[src/rtl/sc_game_pkg.sv]
// rtl/sc_game_pkg.sv - shared level, state, period and score-threshold definitions for the game timer
package sc_game_pkg;

  typedef enum logic [1:0] {
    LVL_STOP = 2'd0,
    LVL_1    = 2'd1,
    LVL_2    = 2'd2,
    LVL_3    = 2'd3
  } level_e;

  typedef enum logic [1:0] {
    IDLE = 2'd0,
    RUN  = 2'd1,
    HOLD = 2'd2
  } state_e;

  localparam int DEF_PRESCALE_MAX = 49999;
  localparam int DEF_PERIOD_WIDTH = 12;
  localparam int DEF_LVL1_PERIOD  = 500;
  localparam int DEF_LVL2_PERIOD  = 350;
  localparam int DEF_LVL3_PERIOD  = 200;
  localparam int DEF_POINT_WIDTH  = 8;

  // Score levels at which the downstream state machine raises difficulty
  localparam int PTS_THRESH_1 = 32;
  localparam int PTS_THRESH_2 = 64;
  localparam int PTS_THRESH_3 = 128;

endpackage

[src/rtl/sc_tick_prescaler.sv]
// rtl/sc_tick_prescaler.sv - free-running base-tick prescaler with enable and synchronous clear
module sc_tick_prescaler
  import sc_game_pkg::*;
#(
  parameter int PRESCALE_MAX = DEF_PRESCALE_MAX
) (
  input  logic clk_i,
  input  logic rst_ni,
  input  logic en_i,
  input  logic clr_i,
  output logic tick_o
);

  localparam int CW = (PRESCALE_MAX > 0) ? $clog2(PRESCALE_MAX + 1) : 1;
  localparam logic [CW-1:0] TERM = CW'(PRESCALE_MAX);

  logic [CW-1:0] cnt_q, cnt_d;

  // A clear in the same cycle swallows the tick so no strobe leaks out of a reset period
  assign tick_o = en_i && !clr_i && (cnt_q == TERM);

  always_comb begin
    cnt_d = cnt_q;
    if (clr_i) begin
      cnt_d = '0;
    end else if (tick_o) begin
      cnt_d = '0;
    end else if (en_i) begin
      cnt_d = cnt_q + 1'b1;
    end
  end

  always_ff @(posedge clk_i or negedge rst_ni) begin
    if (!rst_ni) begin
      cnt_q <= '0;
    end else begin
      cnt_q <= cnt_d;
    end
  end

endmodule

[src/rtl/sc_game_timer_score.sv]
// rtl/sc_game_timer_score.sv - level-dependent movement/speed strobes and saturating score counter
module sc_game_timer_score
  import sc_game_pkg::*;
#(
  parameter int PRESCALE_MAX = DEF_PRESCALE_MAX,
  parameter int PERIOD_WIDTH = DEF_PERIOD_WIDTH,
  parameter int LVL1_PERIOD  = DEF_LVL1_PERIOD,
  parameter int LVL2_PERIOD  = DEF_LVL2_PERIOD,
  parameter int LVL3_PERIOD  = DEF_LVL3_PERIOD,
  parameter int POINT_WIDTH  = DEF_POINT_WIDTH
) (
  input  logic                   SC_GAMETIMER_CLOCK_50,
  input  logic                   SC_GAMETIMER_RESET_InLow,
  input  logic                   SC_GAMETIMER_clear_InLow,
  input  logic [1:0]             SC_GAMETIMER_level_InBUS,
  input  logic                   SC_GAMETIMER_hold_InLow,
  input  logic                   SC_GAMETIMER_move_InLow,
  output logic                   SC_GAMETIMER_timer_OutLow,
  output logic                   SC_GAMETIMER_speedComparator_OutLow,
  output logic [POINT_WIDTH-1:0] SC_GAMETIMER_pointCounter_OutBUS
);

  localparam logic [PERIOD_WIDTH-1:0] P1 = PERIOD_WIDTH'(LVL1_PERIOD);
  localparam logic [PERIOD_WIDTH-1:0] P2 = PERIOD_WIDTH'(LVL2_PERIOD);
  localparam logic [PERIOD_WIDTH-1:0] P3 = PERIOD_WIDTH'(LVL3_PERIOD);

  state_e                  state_q, state_d;
  level_e                  level_q, level_in;
  logic [PERIOD_WIDTH-1:0] period_cnt_q, period_cnt_d, period;
  logic [POINT_WIDTH-1:0]  points_q, points_d;
  logic                    timer_q, timer_d, speed_q, speed_d;
  logic                    clear, lvl_chg, cnt_clr, tick, period_end, mid_hit;

  assign level_in = level_e'(SC_GAMETIMER_level_InBUS);
  assign clear    = !SC_GAMETIMER_clear_InLow;

  always_comb begin
    state_d = RUN;
    if (level_in == LVL_STOP) begin
      state_d = IDLE;
    end else if (!SC_GAMETIMER_hold_InLow) begin
      state_d = HOLD;
    end
  end

  // Coming out of IDLE is not a level change: counters are already zero there
  assign lvl_chg = (state_q != IDLE) && (level_in != LVL_STOP) && (level_in != level_q);
  assign cnt_clr = clear || (state_d == IDLE) || lvl_chg;

  sc_tick_prescaler #(
    .PRESCALE_MAX(PRESCALE_MAX)
  ) u_prescaler (
    .clk_i (SC_GAMETIMER_CLOCK_50),
    .rst_ni(SC_GAMETIMER_RESET_InLow),
    .en_i  (state_d == RUN),
    .clr_i (cnt_clr),
    .tick_o(tick)
  );

  always_comb begin
    case (level_in)
      LVL_2:   period = P2;
      LVL_3:   period = P3;
      default: period = P1;
    endcase
  end

  assign period_end = tick && (period_cnt_q == period - 1'b1);
  assign mid_hit    = tick && (period[PERIOD_WIDTH-1:1] != '0)
                      && (period_cnt_q == (period >> 1) - 1'b1);

  always_comb begin
    period_cnt_d = period_cnt_q;
    if (cnt_clr || period_end) begin
      period_cnt_d = '0;
    end else if (tick) begin
      period_cnt_d = period_cnt_q + 1'b1;
    end
  end

  assign timer_d = !period_end;
  assign speed_d = !mid_hit;

  always_comb begin
    points_d = points_q;
    if (clear) begin
      points_d = '0;
    end else if ((state_d != IDLE) && !SC_GAMETIMER_move_InLow && (points_q != '1)) begin
      points_d = points_q + 1'b1;
    end
  end

  always_ff @(posedge SC_GAMETIMER_CLOCK_50 or negedge SC_GAMETIMER_RESET_InLow) begin
    if (!SC_GAMETIMER_RESET_InLow) begin
      state_q      <= IDLE;
      level_q      <= LVL_STOP;
      period_cnt_q <= '0;
      points_q     <= '0;
      timer_q      <= 1'b1;
      speed_q      <= 1'b1;
    end else begin
      state_q      <= state_d;
      level_q      <= level_in;
      period_cnt_q <= period_cnt_d;
      points_q     <= points_d;
      timer_q      <= timer_d;
      speed_q      <= speed_d;
    end
  end

  assign SC_GAMETIMER_timer_OutLow           = timer_q;
  assign SC_GAMETIMER_speedComparator_OutLow = speed_q;
  assign SC_GAMETIMER_pointCounter_OutBUS    = points_q;

endmodule

[config.mk]
export PLATFORM = sky130hd
export DESIGN_NAME = sc_game_timer_score
export DESIGN_NICKNAME = d
export VERILOG_FILES = /design/src/rtl/sc_game_pkg.sv /design/src/rtl/sc_tick_prescaler.sv /design/src/rtl/sc_game_timer_score.sv
export SDC_FILE = /design/constraint.sdc
export NUM_CORES = 1
export LEC_CHECK = 0
export CORE_UTILIZATION = 50
export CTS_CLUSTER_DIAMETER = 50
export DETAILED_ROUTE_END_ITERATION = 10
export GPL_ROUTABILITY_DRIVEN = 0
export PLACE_DENSITY_LB_ADDON = 0.3
export SLEW_MARGIN = 20
export SYNTH_ARGS = -nofsm -noshare
export SYNTH_HDL_FRONTEND = slang
export SYNTH_HIERARCHICAL = 1
export SYNTH_SLANG_ARGS = --single-unit
[constraint.sdc]
create_clock -name SC_GAMETIMER_CLOCK_50 -period 8.8 [get_ports SC_GAMETIMER_CLOCK_50]
set_input_delay 1.76 -clock SC_GAMETIMER_CLOCK_50 [delete_from_list [all_inputs] [get_ports SC_GAMETIMER_CLOCK_50]]
set_output_delay 1.76 -clock SC_GAMETIMER_CLOCK_50 [all_outputs]
set_load 0.01 [all_outputs]
==> results of run 1 <==
-- state kept, by name (all words and copies together), names as in the netlist --
name / cells
level_q: 2
SC_GAMETIMER_pointCounter_OutBUS: 8
period_cnt_q: 12
SC_GAMETIMER_timer_OutLow: 1
SC_GAMETIMER_speedComparator_OutLow: 1
state_q: 2
u_prescaler/cnt_q: 16
-- cells by family (layout without fill, tap and decap cells) --
| logic type | after synthesis | in the layout | synth area share, % |
|---|---|---|---|
| buffers and inverters | 20 | 34 | 4.06 |
| xor gates and xnor gates | 17 | 17 | 6.11 |
| muxes | 4 | 4 | 1.64 |
| adders and majority gates | 3 | 3 | 1.54 |
| AOI/OAI and AO/OA | 52 | 52 | 15.3 |
| DFF | 42 | 42 | 43.2 |
| and+or+nand+nor | 118 | 118 | 28.1 |
-- layout by cell type (no fill, tap or decap), types with 2 or more instances in the layout --
| cell type | instances |
|---|---|
| o21a_1 | 3 |
| o311ai_0 | 2 |
| xor2_1 | 5 |
| nand3_1 | 16 |
| mux2i_1 | 4 |
| o21ai_2 | 2 |
| nor2_1 | 13 |
| or3_1 | 2 |
| nor2b_1 | 7 |
| o21ai_0 | 9 |
| inv_1 | 9 |
| nand2b_1 | 2 |
| or4_1 | 3 |
| nand3b_1 | 3 |
| or4b_1 | 2 |
| ha_1 | 3 |
| clkdlybuf4s50_1 | 15 |
| xnor2_1 | 12 |
| dfrtp_1 | 40 |
| o211ai_1 | 6 |
| and2_1 | 3 |
| clkbuf_8 | 6 |
| nand4_1 | 7 |
| a21oi_1 | 10 |
| a211oi_1 | 8 |
| nor3_1 | 11 |
| nand2_1 | 31 |
| dfstp_2 | 2 |
| and4_1 | 2 |
| and3_1 | 5 |
-- cells in the mapped netlist (2+ instances only) --
library cell and n:
a211oi_1 8, a21oi_1 10, and2_1 3, and3_1 5, and4_1 2, buf_2 3
buf_4 3, clkbuf_1 2, dfrtp_1 40, dfstp_2 2, ha_1 3, inv_1 9
mux2i_1 4, nand2_1 31, nand2b_1 2, nand3_1 16, nand3b_1 3, nand4_1 7
nor2_1 13, nor2b_1 7, nor3_1 11, o211ai_1 6, o21a_1 3, o21ai_0 9
o21ai_2 2, o311ai_0 2, or3_1 2, or4_1 3, or4b_1 2, xnor2_1 12
xor2_1 5
-- routing by layer --
| metal | wire [microns] | vias up | part of all wire [%] |
|---|---|---|---|
| met5 | 0 | - | 0 |
| met4 | 69 | 0 | 1.4 |
| met3 | 183 | 9 | 3.8 |
| met2 | 2260 | 43 | 47 |
| met1 | 2350 | 919 | 48 |
| li1 | - | 957 | - |
-- per-stage QoR --
step | instance area (sq um) | setup slack (ps) | utilization, % | power, mW | hold WS (ps)
finish | 2720 | 3980 | 57.9 | 0.379 | 540
global route | 2720 | 3690 | 57.9 | 0.395 | 554
CTS | 2720 | 4000 | 57.9 | 0.384 | 534
detailed placement | 2600 | 3700 | 55.4 | 0.228 | 519
global placement | 2600 | 3790 | 55.4 | 0.227 | 516
floorplan | 2440 | 4770 | - | 0.216 | 487
-- report_power, final --
group	leakage, nW	switching [mW]	internal (mW)
logic	0.437	0.0166	0.00983
clock network	0.0585	0.0631	0.0925
registers	0.571	0.00206	0.195
total	1.07	0.0818	0.297
-- layout make-up --
type                       count  area [sq um]  area share, %
multi-input combinational    194          1280           47.2
sequential                    42          1050           38.8
timing repair buffer          17           163           5.99
clock buffer                   7          86.3           3.18
tap                           54          67.6           2.49
inverter                       9          33.8           1.24
clock inverter                 1          30.0           1.10
-- how the worst min path moves through the flow --
stage,startpoint,to,slack [ps],depth (start not counted)
5_1_grt,u_prescaler/cnt_q[0]$_DFFE_PN0P_,u_prescaler/cnt_q[0]$_DFFE_PN0P_,550,1
3_5_place_dp,u_prescaler/cnt_q[0]$_DFFE_PN0P_,u_prescaler/cnt_q[0]$_DFFE_PN0P_,520,1
4_1_cts,u_prescaler/cnt_q[0]$_DFFE_PN0P_,u_prescaler/cnt_q[0]$_DFFE_PN0P_,530,1
6_report,u_prescaler/cnt_q[0]$_DFFE_PN0P_,u_prescaler/cnt_q[0]$_DFFE_PN0P_,540,1
3_3_place_gp,u_prescaler/cnt_q[0]$_DFFE_PN0P_,u_prescaler/cnt_q[0]$_DFFE_PN0P_,520,1
2_1_floorplan,u_prescaler/cnt_q[0]$_DFFE_PN0P_,u_prescaler/cnt_q[0]$_DFFE_PN0P_,490,1
==> run metrics, run 1 <==
EDFF count, synth 0; crit path capture period_cnt_q[5]$_DFFE_PN0P_; hold_buf cts 0; # H-tree levels 2; crit path buf inv count 2; Reg clk slew, reported paths 80 ps; r2r startpoint u_prescaler/cnt_q[4]$_DFFE_PN0P_; critical path launch point SC_GAMETIMER_level_InBUS[1]; post-synthesis cell type count 57; slowest CP cell clkdlybuf4s50_1; Chip Width 71.8 microns; largest net degree at the start of global routing 43; Die Area 0.00516 sq mm; max incr delay on CP 680 ps; share of cells above drive strength 1 8.89%; Worst-Skew Late Latency 290 ps; Worst-Margin Slew 927 ps; Crit. End Element flop; min Tclk post-route 4820 ps; RSZ-0062 raised after global routing false; CP Data Required Time 8940 ps; GR met1 Demand/Resource 28.6%; Final Setup Violations 0; I/O pin cnt 17; worst r2r path cells 8; Worst Skew 7.28 ps; Vias per Instance 5.95; PortBufs 16; peak supply drop 66.4 uV; fillers 409; ys flop type dfrtp_1; FFs w/ async S/R, synth 100%; Post-Syn Instances 256; Post-Syn Area per Cell 9.52 sq um; crit path cell chain clkdlybuf4s50_1 > nor2b_1 > o22ai_1 > o2111ai_1 > buf_4 > nand2b_1 > nor2_1 > nor4b_4 > nand2_1 > nor4_4 > a211oi_1; top cells by area, synth dfrtp_1 41%, nand2_1 4.8%, xnor2_1 4.3%, nand3_1 3.3%, a211oi_1 2.5%; first-pass GRT wire length 8440 microns; FF+latch count, synth 42; Hold Vio Cnt, Final 0; final slew viol count 0; P&R area growth vs syn 11.6%; gr busiest metal met2; Sink Count 42; critical path type in -> reg; register area share after synthesis 43.2%; ANT cells 0; router iterations before antenna repair 5; status completed; pwr/cell area 140 mW/mm^2; DRC violation count after routing 0; CTS root buf clkbuf_8; Iteration-0 DRC Markers 141; hpwl dp 3290 microns; Detailed Route WL 4860 microns; final non-filler cell total 324; R2R Path End period_cnt_q[5]$_DFFE_PN0P_; GRT overflow 0; core area 0.00469 sq mm; final worst path period share 54.8%; LEAKAGE 1.07 nW; GR Util met3 5.20%; setup bufs post-CTS 0; Cell Area, Synth 0.00244 sq mm; Chip Height 71.8 microns; Ys Warns 6; HP Class reg -> reg; Num CTS Buffers 5; crit-path max FO 19; vias 1,928; number of routed nets with antenna violations 0; Syn Nets 266; placed cell count 316; leading area contributor after synthesis dfrtp_1; GR Util met2 32.3%; fmax 207 MHz; row count 25; initial core utilization 51.9%; Worst R2R Setup Slack 5300 ps; Worst Setup Start Kind primary input; Max Cap Viol 0; Tot GR Track Use 21.0%; # resized after CTS 0; Top delay family on crit path simple AND/OR/NAND/NOR gates; top cell type's share of synthesized area 41.1%; vias in the first global route 1,870; Slew headroom 37.5%; Data arrival, critical path 4960 ps; Longest Clk Path Bufs 2; stages on the worst setup path 11; initial antenna violation count 0; setup TNS 0 ps; detailed-route wire length per cell 15.0 microns; CTS tree built; Final Net Count 279
No activity file was read; power rests on OpenSTA's default activity.
==> run 2, diff against run 1 <==
clock period = 4.6 ns   (was 8.8 ns; I/O delays follow)
==> run 2 against run 1 <==
Power is 88% higher; cell area stayed put; die area stayed put; clock skew is 3.5 ps lower; worst setup slack worse by 2900 ps; non-clock buffer count is 1 higher; sequential power is 91% higher; largest power group unchanged.
==> run metrics, run 2 (synthesis gave the netlist of run 1 again) <==
Worst-Margin Slew 933 ps; R2R Path End period_cnt_q[5]$_DFFE_PN0P_; internal power 552 uW; Num CTS Buffers 5; max reg flops 16; initial core utilization 51.9%; LEAKAGE 1.07 nW; r2r startpoint u_prescaler/cnt_q[4]$_DFFE_PN0P_; Die Area 0.00516 sq mm; detailed-route wire length per cell 14.6 microns; Chip Height 71.8 microns; Reg clk slew, reported paths 80 ps; I/O pin cnt 17; Crit. End Element flop; critical hold path startpoint u_prescaler/cnt_q[0]$_DFFE_PN0P_; Place WS 773 ps; Detailed Route WL 4730 microns; fillers 416; peak supply drop 153 uV; Power Total 714 uW; GRT overflow 0; initial antenna violation count 0; HP Class reg -> reg; P&R area growth vs syn 11.6%; vias in the first global route 1,748; Final Net Count 280; CTS tree built; final core utilization 57.9%; largest net degree at the start of global routing 43; Slew headroom 37.1%; number of routed nets with antenna violations 0; Largest Register u_prescaler/cnt_q; WHS Path Cells 1; CP Data Required Time 4740 ps; DRC violation count after routing 0; clock power share 40.2%; commonest non-fill, non-tap cell in the layout dfrtp_1; worst r2r path cells 8; commonest non-fill, non-tap cells in the layout 40 x dfrtp_1, 31 x nand2_1, 16 x nand3_1; Final Setup Violations 0; Iteration-0 DRC Markers 115; # resized after CTS 0; Sequential Power Share 52.8%; min Tclk post-route 3540 ps; Worst R2R Setup Slack 1370 ps; Worst-Skew Late Latency 300 ps; setup TNS 0 ps; CTS root buf clkbuf_8; pwr/cell area 263 mW/mm^2; Tot GR Track Use 20.2%; Sink Count 42; Longest Clk Path Bufs 2; Vias per Instance 5.87; hold endpoint u_prescaler/cnt_q[0]$_DFFE_PN0P_; switching share of power 22.7%; Chip Width 71.8 microns; critical path type in -> reg; row count 25; ANT cells 0; share of cells above drive strength 1 9.59%; final slew viol count 0; core area 0.00469 sq mm; hpwl dp 3250 microns; status completed; first-pass GRT wire length 8190 microns; Net Sw Power 162 uW; router iterations before antenna repair 4; Combinational Power Share 6.9%; # H-tree levels 2; Worst Setup Start Kind primary input; crit-path max FO 18; Data arrival, critical path 3670 ps; PortBufs 16; Hold Vio Cnt, Final 0; Worst Skew 3.80 ps; RSZ-0062 raised after global routing false; vias 1,909; fmax 283 MHz; hold_buf cts 0; Max Cap Viol 0; final worst setup slack 1060 ps; setup bufs post-CTS 0; final worst path period share 76.9%
[run 2: cell count changes in the layout (fill, tap and decap cells not counted), sizes merged]
| cell | delta |
|---|---|
| clkinv | +2 |
| clkbuf | -2 |
| buf | +1 |
[run 2: routing by layer]
layer  share of wire, %  vias up  track usage (%)  wire [microns]
met3                2.9        7             4.36             135
met4                1.3        0             7.19              61
met2                 46       27             30.9            2150
met1                 50      916             28.3            2380
li1                   -      959                -               -
met5                  0        -                0               0
[run 2: worst max path at each step]
stage / to / slack [ps] / start
after floorplan: period_cnt_q[1]$_DFFE_PN0P_ / 1410 / SC_GAMETIMER_level_InBUS[0]
after global placement: period_cnt_q[2]$_DFFE_PN0P_ / 870 / SC_GAMETIMER_level_InBUS[1]
after detailed placement: period_cnt_q[5]$_DFFE_PN0P_ / 770 / SC_GAMETIMER_level_InBUS[1]
after CTS: period_cnt_q[5]$_DFFE_PN0P_ / 1080 / SC_GAMETIMER_level_InBUS[1]
after global routing: period_cnt_q[1]$_DFFE_PN0P_ / 690 / SC_GAMETIMER_level_InBUS[1]
final: period_cnt_q[5]$_DFFE_PN0P_ / 1060 / SC_GAMETIMER_level_InBUS[1]
[run 2: final cells by class]
class | instances | area, sq um | share of cell area (%)
multi-input combinational | 194 | 1280 | 47.2
clock inverter | 3 | 40.0 | 1.47
timing repair buffer | 18 | 170 | 6.26
sequential | 42 | 1050 | 38.8
clock buffer | 5 | 68.8 | 2.53
tap | 54 | 67.6 | 2.49
inverter | 9 | 33.8 | 1.24
[run 2: power by group through the flow]
stage	clock, mW	sequential [mW]	combinational, mW
2_1_floorplan	0	0.384	0.0290
3_3_place_gp	0	0.384	0.0496
3_5_place_dp	0	0.384	0.0502
4_1_cts	0.296	0.377	0.0505
5_1_grt	0.311	0.378	0.0551
6_report	0.287	0.377	0.0496
[run 2: worst max-delay path, stage by stage]
cell and delay, ps:
clkdlybuf4s50_1 700, nor2b_1 270, o22ai_1 120, o2111ai_1 150, nand2b_1 280, nor2_1 200
nor4b_4 230, nand2_1 120, nor4_4 530, a211oi_1 160
[run 2: through the flow]
stage,cell area [sq um],std cells,hold slack [ps]
6_report,2720,325,539
5_1_grt,2720,325,568
4_1_cts,2720,325,538
3_5_place_dp,2610,317,523
3_3_place_gp,2610,317,517
2_1_floorplan,2440,256,487
==> run 3, diff against run 2 <==
clock period = 2.9 ns   (was 4.6 ns; I/O delays follow)
==> run 3 against run 2 <==
Combinational power up 75%; worst hold slack worse by 130 ps; sequential share of layout area down 1.4 points; cell area increased by 3.8%; critical endpoint is now period_cnt_q[8]$_DFFE_PN0P_.
==> run metrics, run 3 (synthesis gave the netlist of run 1 again) <==
status completed; P&R area growth vs syn 15.8%; ANT cells 0; I/O pin cnt 17; Chip Width 71.8 microns; commonest non-fill, non-tap cell in the layout dfrtp_1; HP Class in -> async; Worst-Margin Slew 997 ps; Longest Clk Path Bufs 2; Largest Register u_prescaler/cnt_q; Worst-Skew Late Latency 300 ps; crit-path max FO 4; Sequential Power Share 51.7%; detailed-route wire length per cell 14.9 microns; # H-tree levels 2; pwr/cell area 410 mW/mm^2; CTS tree built; Crit. End Element flop; critical path launch point u_prescaler/cnt_q[12]$_DFFE_PN0P_; Worst Setup Start Kind flop; Net Sw Power 249 uW; fmax 362 MHz; Worst R2R Setup Slack 140 ps; Final Setup Violations 0; initial antenna violation count 0; share of cells above drive strength 1 13.9%; setup TNS 0 ps; Fin Hold WS 406 ps; largest net degree at the start of global routing 43; Detailed Route WL 4990 microns; CP Data Required Time 3040 ps; Die Area 0.00516 sq mm; GRT overflow 0; max reg flops 16; LEAKAGE 1.12 nW; Sequential cell area 0.00105 sq mm; number of routed nets with antenna violations 0; Num CTS Buffers 5; RSZ-0062 raised after global routing false; fillers 420; internal power 908 uW; Hold Vio Cnt, Final 0; final slew viol count 0; Combinational Power Share 7.5%; final worst path period share 95.3%; DRC violation count after routing 0; R2R Path End period_cnt_q[8]$_DFFE_PN0P_; CTS root buf clkbuf_8; Sink Count 42; Data arrival, critical path 2900 ps; initial core utilization 51.9%; router iterations before antenna repair 4; vias in the first global route 1,803; Final Net Count 290; Reg clk slew, reported paths 80 ps; Worst Skew 12.3 ps; r2r startpoint u_prescaler/cnt_q[12]$_DFFE_PN0P_; Vias per Instance 5.87; commonest non-fill, non-tap cells in the layout 40 x dfrtp_1, 31 x nand2_1, 16 x nand3_1; core area 0.00469 sq mm; crit path capture period_cnt_q[8]$_DFFE_PN0P_; switching share of power 21.5%; hpwl dp 3420 microns; worst r2r path cells 9; critical path type reg -> reg; row count 25; clock power share 40.8%; hold_buf cts 0; Multi-input gate area 0.00130 sq mm; Max Cap Viol 0; Chip Height 71.8 microns; Tot GR Track Use 21.4%; Iteration-0 DRC Markers 156; Slew headroom 32.8%; first-pass GRT wire length 8490 microns; PortBufs 16; vias 1,967; min Tclk post-route 2760 ps; peak supply drop 225 uV
run 3: metal layers:
layer / wire, microns / vias up / global-route usage (%) / share of wire [%]
met2: 2300 / 33 / 34.4 / 46
met5: 0 / - / 0 / 0
li1: - / 977 / - / -
met3: 150 / 7 / 3.23 / 3.0
met1: 2460 / 950 / 28.9 / 49
met4: 80 / 0 / 8.71 / 1.6
run 3: worst min path at each step:
stage                                      from                                              end  cells after the start
6_report               SC_GAMETIMER_RESET_InLow  SC_GAMETIMER_pointCounter_OutBUS[0]$_DFFE_PN0P_                      1
5_1_grt                SC_GAMETIMER_RESET_InLow  SC_GAMETIMER_pointCounter_OutBUS[6]$_DFFE_PN0P_                      1
4_1_cts                SC_GAMETIMER_RESET_InLow  SC_GAMETIMER_pointCounter_OutBUS[6]$_DFFE_PN0P_                      1
3_5_place_dp   u_prescaler/cnt_q[1]$_DFFE_PN0P_                 u_prescaler/cnt_q[1]$_DFFE_PN0P_                      1
3_3_place_gp   u_prescaler/cnt_q[0]$_DFFE_PN0P_                 u_prescaler/cnt_q[0]$_DFFE_PN0P_                      1
2_1_floorplan          SC_GAMETIMER_RESET_InLow  SC_GAMETIMER_pointCounter_OutBUS[0]$_DFFE_PN0P_                      0
run 3: layout make-up:
cell class	instances	share of cell area (%)
multi-input combinational	194	46.2
sequential	42	37.3
timing repair buffer	28	8.74
clock buffer	7	3.06
tap	54	2.39
inverter	9	1.20
clock inverter	1	1.06
run 3: repair_timing:
item	4_1_cts	5_1_grt
endpoints found under the hold margin	0	0
resized for setup	0	5
setup buffers	0	0
endpoints found under the setup margin	0	10
run 3: worst max-delay path, cell delays in order, from the launching register on:
cell	delay [ps]
dfrtp_1	400
or4_1	540
or2_2	280
or4_1	440
nor2_2	130
nor4b_4	210
nand2_1	130
nor4_4	190
buf_2	210
a211oi_1	80
run 3: stage by stage:
step / util, % / instance area, sq um / cells / setup slack, ps / total power, mW
floorplan: - / 2440 / 256 / 44.6 / 0.656
global placement: 57.0 / 2680 / 326 / 73.3 / 0.696
detailed placement: 57.0 / 2680 / 326 / 38.6 / 0.698
CTS: 59.5 / 2790 / 334 / 63.7 / 1.17
global route: 60.1 / 2820 / 335 / 20.0 / 1.21
finish: 60.1 / 2820 / 335 / 136 / 1.16
run 3: power groups by stage:
stage	registers (mW)	logic (mW)	clock network, mW
finish	0.598	0.0869	0.472
global route	0.599	0.0971	0.512
CTS	0.598	0.0883	0.484
detailed placement	0.610	0.0879	0
global placement	0.609	0.0866	0
floorplan	0.610	0.0460	0
